===== config.mk =====
export PLATFORM = sky130hd
export DESIGN_NAME = count_compare_unit_flat
export DESIGN_NICKNAME = d
export VERILOG_FILES = /design/src/rtl/count_compare_unit_if.sv /design/src/rtl/count_compare_unit.sv /design/src/flat_wrapper.sv
export SDC_FILE = /design/constraint.sdc
export NUM_CORES = 1
export LEC_CHECK = 0
export ABC_AREA = 1
export CAP_MARGIN = 20
export CORE_ASPECT_RATIO = 2
export CORE_MARGIN = 1
export CORE_UTILIZATION = 35
export DETAILED_ROUTE_END_ITERATION = 7
export GPL_TIMING_DRIVEN = 1
export SETUP_SLACK_MARGIN = 0.3
export SLEW_MARGIN = 20
export SYNTH_ARGS = -nofsm -noshare
export SYNTH_HDL_FRONTEND = slang
export SYNTH_SLANG_ARGS = --single-unit

===== constraint.sdc =====
create_clock -name clk -period 1.45 [get_ports clk]
set_input_delay 0.29 -clock clk [delete_from_list [all_inputs] [get_ports clk]]
set_output_delay 0.29 -clock clk [all_outputs]
set_load 0.005 [all_outputs]

===== src/rtl/count_compare_unit_if.sv =====
// Count/compare bus between the free-running counter side and the compare unit.
// The master drives count and control; the slave returns PWM, pulses and status.
interface count_compare_unit_if #(
  parameter int N      = 8,
  parameter int WRAP_W = 16
);
  logic [N-1:0]      count;
  logic              enable;
  logic              cmp_wr;
  logic [N-1:0]      cmp_val;
  logic              irq_clr;
  logic              pwm_out;
  logic              match_pulse;
  logic              wrap_pulse;
  logic              irq;
  logic [WRAP_W-1:0] wrap_cnt;
  logic [N-1:0]      cmp_active;

  modport master (
    output count, enable, cmp_wr, cmp_val, irq_clr,
    input  pwm_out, match_pulse, wrap_pulse, irq,
    input  wrap_cnt, cmp_active
  );

  modport slave (
    input  count, enable, cmp_wr, cmp_val, irq_clr,
    output pwm_out, match_pulse, wrap_pulse, irq,
    output wrap_cnt, cmp_active
  );
endinterface


===== src/rtl/count_compare_unit.sv =====
// Compare/PWM stage: wrap detect, wrap counter, double-buffered compare, PWM, irq.
// Optional macro CCU_WRAP_IRQ_EN: wrap events also set the sticky irq.
module count_compare_unit #(
  parameter int N      = 8,
  parameter int WRAP_W = 16
) (
  input logic               clk,
  input logic               rst,
  count_compare_unit_if.slave bus
);

  typedef enum logic [1:0] {
    IDLE,
    ARMED,
    MATCHED
  } state_e;

  state_e            state_q, state_d;
  logic [N-1:0]      count_q;
  logic              valid_q;
  logic [N-1:0]      shadow_q;
  logic [N-1:0]      active_q;
  logic [N-1:0]      next_cmp;
  logic [WRAP_W-1:0] wcnt_q;
  logic              pwm_q, pwm_d;
  logic              match_q, match_d;
  logic              wrap_q;
  logic              irq_q, irq_d;
  logic              irq_set;
  logic              wrap_w;

  assign wrap_w = valid_q && (count_q == '1) && (bus.count == '0);

  // A write landing on the wrap edge bypasses the shadow register.
  assign next_cmp = bus.cmp_wr ? bus.cmp_val : shadow_q;

`ifdef CCU_WRAP_IRQ_EN
  assign irq_set = match_d | wrap_w;
`else
  assign irq_set = match_d;
`endif

  assign irq_d = irq_set | (irq_q & ~bus.irq_clr);

  // Next state and registered-output values of the period FSM.
  always_comb begin
    state_d = state_q;
    pwm_d   = 1'b0;
    match_d = 1'b0;
    if (!bus.enable) begin
      state_d = IDLE;
    end else if (wrap_w) begin
      if (next_cmp == '0) begin
        match_d = 1'b1;
        state_d = MATCHED;
      end else begin
        pwm_d   = 1'b1;
        state_d = ARMED;
      end
    end else begin
      unique case (state_q)
        IDLE: ;
        ARMED: begin
          if (bus.count == active_q) begin
            match_d = 1'b1;
            state_d = MATCHED;
          end else begin
            pwm_d = 1'b1;
          end
        end
        MATCHED: ;
        default: state_d = IDLE;
      endcase
    end
  end

  // All state and outputs advance on the edge where count is stable.
  always_ff @(posedge clk) begin
    if (rst) begin
      state_q  <= IDLE;
      count_q  <= '0;
      valid_q  <= 1'b0;
      shadow_q <= '0;
      active_q <= '0;
      wcnt_q   <= '0;
      pwm_q    <= 1'b0;
      match_q  <= 1'b0;
      wrap_q   <= 1'b0;
      irq_q    <= 1'b0;
    end else begin
      state_q <= state_d;
      count_q <= bus.count;
      valid_q <= 1'b1;
      pwm_q   <= pwm_d;
      match_q <= match_d;
      wrap_q  <= wrap_w;
      irq_q   <= irq_d;
      if (bus.cmp_wr) shadow_q <= bus.cmp_val;
      if (wrap_w) begin
        active_q <= next_cmp;
        wcnt_q   <= wcnt_q + 1'b1;
      end
    end
  end

  assign bus.pwm_out     = pwm_q;
  assign bus.match_pulse = match_q;
  assign bus.wrap_pulse  = wrap_q;
  assign bus.irq         = irq_q;
  assign bus.wrap_cnt    = wcnt_q;
  assign bus.cmp_active  = active_q;

endmodule


===== src/flat_wrapper.sv =====
// flat-port wrapper written by rule: the top's interface ports become plain ports
module count_compare_unit_flat 
#(
  parameter int N      = 8,
  parameter int WRAP_W = 16
)
  (clk, rst, bus_count, bus_enable, bus_cmp_wr, bus_cmp_val, bus_irq_clr, bus_pwm_out, bus_match_pulse, bus_wrap_pulse, bus_irq, bus_wrap_cnt, bus_cmp_active);
  count_compare_unit_if #(.N(N), .WRAP_W(WRAP_W)) bus_i ();
  input logic clk;
  input logic rst;
  input wire logic [$bits(bus_i.count)-1:0] bus_count;
  input wire logic [$bits(bus_i.enable)-1:0] bus_enable;
  input wire logic [$bits(bus_i.cmp_wr)-1:0] bus_cmp_wr;
  input wire logic [$bits(bus_i.cmp_val)-1:0] bus_cmp_val;
  input wire logic [$bits(bus_i.irq_clr)-1:0] bus_irq_clr;
  output wire logic [$bits(bus_i.pwm_out)-1:0] bus_pwm_out;
  output wire logic [$bits(bus_i.match_pulse)-1:0] bus_match_pulse;
  output wire logic [$bits(bus_i.wrap_pulse)-1:0] bus_wrap_pulse;
  output wire logic [$bits(bus_i.irq)-1:0] bus_irq;
  output wire logic [$bits(bus_i.wrap_cnt)-1:0] bus_wrap_cnt;
  output wire logic [$bits(bus_i.cmp_active)-1:0] bus_cmp_active;
  assign bus_i.count = bus_count;
  assign bus_i.enable = bus_enable;
  assign bus_i.cmp_wr = bus_cmp_wr;
  assign bus_i.cmp_val = bus_cmp_val;
  assign bus_i.irq_clr = bus_irq_clr;
  assign bus_pwm_out = bus_i.pwm_out;
  assign bus_match_pulse = bus_i.match_pulse;
  assign bus_wrap_pulse = bus_i.wrap_pulse;
  assign bus_irq = bus_i.irq;
  assign bus_wrap_cnt = bus_i.wrap_cnt;
  assign bus_cmp_active = bus_i.cmp_active;
  count_compare_unit #(.N(N), .WRAP_W(WRAP_W)) u_core (.clk(clk), .rst(rst), .bus(bus_i));
endmodule

==> flow_metrics.tcl <==
set metrics [dict create \
    critPathKind "in2reg" \
    synth_cell_types 24 \
    fin_nets 508 \
    synthSimpleGateAreaFrac 0.3643 \
    dominant_synthesized_flop_cell "dfxtp_1" \
    finalSetupTns_ns 0 \
    post_synth_xor_area_fraction 0.05394 \
    total_power_mw 2.830 \
    syn-mean-instance-area_um2 6.667 \
    synth_sequential_area_ratio 0.4139 \
    asyncSetResetFlopFracSynth 0 \
    synthDominantCellAreaShare 0.4139 \
    clock_tree_from_tritoncts "yes" \
    place.port_buffers 48 \
    via_count_of_the_routed_design 2622 \
    finalSetupViolCount 0 \
    leakage_power_nw 1.901 \
    period_share 0.8872 \
    regToRegStartpoint "u_core.count_q[0]" \
    clk_root_buffer_cell "clkbuf_16" \
    initial_core_util 0.3603 \
    grt_pass1_wl_um 11510 \
    drt_first_iter_violations 72 \
    design.die.area_um2 6842 \
    synth_seq_cells 47 \
    grt_antenna_before_repair 0 \
    global_route.overflow_total 0 \
    synth.area.top_cells "dfxtp_1 (41%), nand2_1 (19%), nor2_1 (7.8%)" \
    antennaDiodeCount 0 \
    timing.final.crit_period_ns 1.286 \
    critical_path.n_buffers_inverters 3 \
    grt_start_max_net_pins 39 \
    placeableCoreArea_um2 6310 \
    synth_common_cells "nand2_1 (118), dfxtp_1 (47), nor2_1 (47)" \
    pwr_density_cell_nw_per_um2 676.1 \
    ioPinCount 49 \
    register_area_um2 1011 \
    startpoint "bus_count[4]" \
    synth_fp_nets 363 \
    worstSkewPairLatency_ns 0.29 \
    post_synthesis_instance_area_um2 2273 \
    critical_path_s_top_delay_family "simple AND/OR/NAND/NOR gates" \
    synth_fa_ha_area_frac 0.005504 \
    cpMaxStageDelayCell "dlygate4sd2_1" \
    max-clock-path-buffers 2 \
    cp_data_required_time_ns 1.63 \
    min_from "bus_count[3]" \
    final_design_area_excluding_fillers_um2 4187 \
    grt_setup_unrepaired "yes" \
    vdd_ir_drop_max_v 0.0008178 \
    post_dp_hpwl_um 4348 \
    grt_util_all_layers 0.2268 \
    post_synth_inst_count 341 \
    clock_transition_at_the_registers_of_the_reported_paths_ns 0.06 \
    synth_compound_gate_area_share 0.06714 \
    cts.sink_count 47 \
    cells_traversed_along_the_worst_timing_path "dlygate4sd2_1 -> nor2_2 -> nand4_1 -> nor2_4 -> buf_12 -> buf_8 -> nor2_1 -> nand2_1 -> a21oi_1" \
    detailedRoute.firstPassIterationCount 4 \
    post-route-drc-count 0 \
    totalWireLength_um 7214 \
    routabilityCongestion 0.7841 \
    synth_top_family_by_area "simple AND/OR/NAND/NOR gates" \
    routed_via_density 4.576 \
    postRouteAntennaNets 0 \
    critical_path_peak_fanout 6 \
    slew_viol_final 0 \
    yosysMostFrequentCell "nand2_1" \
    timing.critical_path.to_type "flop" \
    multiInputGateArea_um2 1464 \
    worstMarginPinSlew_ns 0.2165 \
    ys.warnings.count 0 \
    die_height_um 116.0 \
    utilization 0.6635 \
    fin_worst_skew_ns 0.01115 \
    timing.max_slew.rel_slack 0.8557 \
    cpPeakStageDelay_ns 0.26 \
    fillCellCount 548 \
    fraction_of_layout_instances_using_a_drive_strength_above_1 0.5175 \
    synthMuxAreaShare 0 \
    avgRoutedWirePerCell_um 12.59 \
    std_cell_rows 41 \
    synth_top_cell_by_area "dfxtp_1" \
    cts_inserted_buffers 5 \
    status "finished, final reports clean" \
    postCtsHoldBufs 0 \
    syn2layout_area_growth_pct 84.15 \
    worst_hold_path_type "in2reg" \
    cap_viol_max_count 0 \
    floorplan.die.width_um 58.99 \
    grt_pass1_vias 2582 \
    max_freq_mhz 777.3 \
    placed_cell_area_um2 3149 \
    synth_edf_count 0 \
    htree_num_levels 2 \
    critPathArrivalTime_ns 1.46 \
    cp-start-kind "input port" \
    report.final.hold_viol_count 0 \
]
[flip-flops by register name, summed over array words and instances, names as in the netlist]
| register | cells |
|---|---|
| u_core.bus.wrap_pulse | 1 |
| u_core.bus.irq | 1 |
| u_core.shadow_q | 8 |
| u_core.valid_q | 1 |
| u_core.count_q | 8 |
| u_core.bus.wrap_cnt | 16 |
| u_core.bus.pwm_out | 1 |
| u_core.bus.cmp_active | 8 |
| u_core.state_q | 2 |
| u_core.bus.match_pulse | 1 |
[area by class of cell]
cell class              instances  share of cell area
well taps                      86             0.02570
repair inverters                1            0.001494
clock buffers                   7             0.03407
multi-input cells             243              0.3497
flip-flops and latches         47              0.2415
repair buffers                146              0.3045
inverters                      42             0.04184
clock inverters                 1            0.001195
[routing by layer]
metal,track usage,share of wire
met4,0.08889,0.026
met1,0.2213,0.36
met3,0.03683,0.025
met2,0.4492,0.59
met5,0,0
[layout by cell type (no fill, tap or decap), types with 2 or more instances in the layout]
cell / count
nand2_1: 84
buf_4: 75
nor2_1: 34
inv_1: 33
nand2_2: 33
dfxtp_2: 20
buf_6: 19
clkdlybuf4s15_1: 17
dfxtp_1: 15
a21oi_2: 14
dfxtp_4: 12
nor2_4: 11
a21oi_1: 11
dlygate4sd2_1: 11
clkbuf_2: 11
nor2_2: 8
nand3_1: 8
nand3_2: 7
inv_2: 7
nand4_1: 7
xnor2_2: 6
nand2_4: 5
xnor2_1: 5
clkbuf_16: 5
buf_8: 4
clkdlybuf4s50_1: 4
buf_12: 3
xor2_1: 2
o21ai_2: 2
[worst register-to-register path, cell delays in order (launching register included)]
cell	delay, ns
dfxtp_2	0.33
nand2_1	0.06
nor2_2	0.11
nand3_2	0.10
nor2_4	0.11
buf_12	0.15
buf_8	0.12
nor2_1	0.04
nand2_1	0.07
a21oi_1	0.07
[kinds of logic (layout without fill, tap and decap cells)]
family / Yosys count / count (layout)
and+or+nand+nor: 199 / 199
buffers and inverters: 51 / 197
DFF: 47 / 47
AOI/OAI and AO/OA: 29 / 29
xor gates and xnor gates: 14 / 14
adders and majority gates: 1 / 1
[power by group]
part / internal (mW) / switching, mW / total, mW
combinational: 0.189 / 0.153 / 0.342
clock: 0.685 / 0.495 / 1.18
sequential: 1.30 / 0.0104 / 1.31
[path summary, 6_finish.rpt]
path                             to  slack, ns  cells past startpoint
setup / recovery  u_core.state_q[0]       0.16                      9
hold / removal    u_core.count_q[3]       0.26                      3
setup reg to reg  u_core.state_q[0]       0.18                      9
hold reg to reg      u_core.bus.irq       0.48                      2
[through the flow]
| step | setup WS, ns | hold WS, ns | std cells |
|---|---|---|---|
| finish | 0.1636 | 0.2644 | 573 |
| global placement | -0.3849 | 0.4699 | 506 |
| global route | 0.1091 | 0.2704 | 573 |
| CTS | 0.1400 | 0.3518 | 566 |
| floorplan | 0.2949 | 0.3970 | 341 |
| detailed placement | -0.3889 | 0.4786 | 506 |
[what timing repair did]
item,in CTS,in global routing
setup buffers,50,7
endpoints found under the hold margin,0,0
gates resized for setup,189,71
gates cloned,2,0
setup endpoints to repair,61,46
pin swaps,60,30
Note: power is estimated with default switching activity, not from simulation.
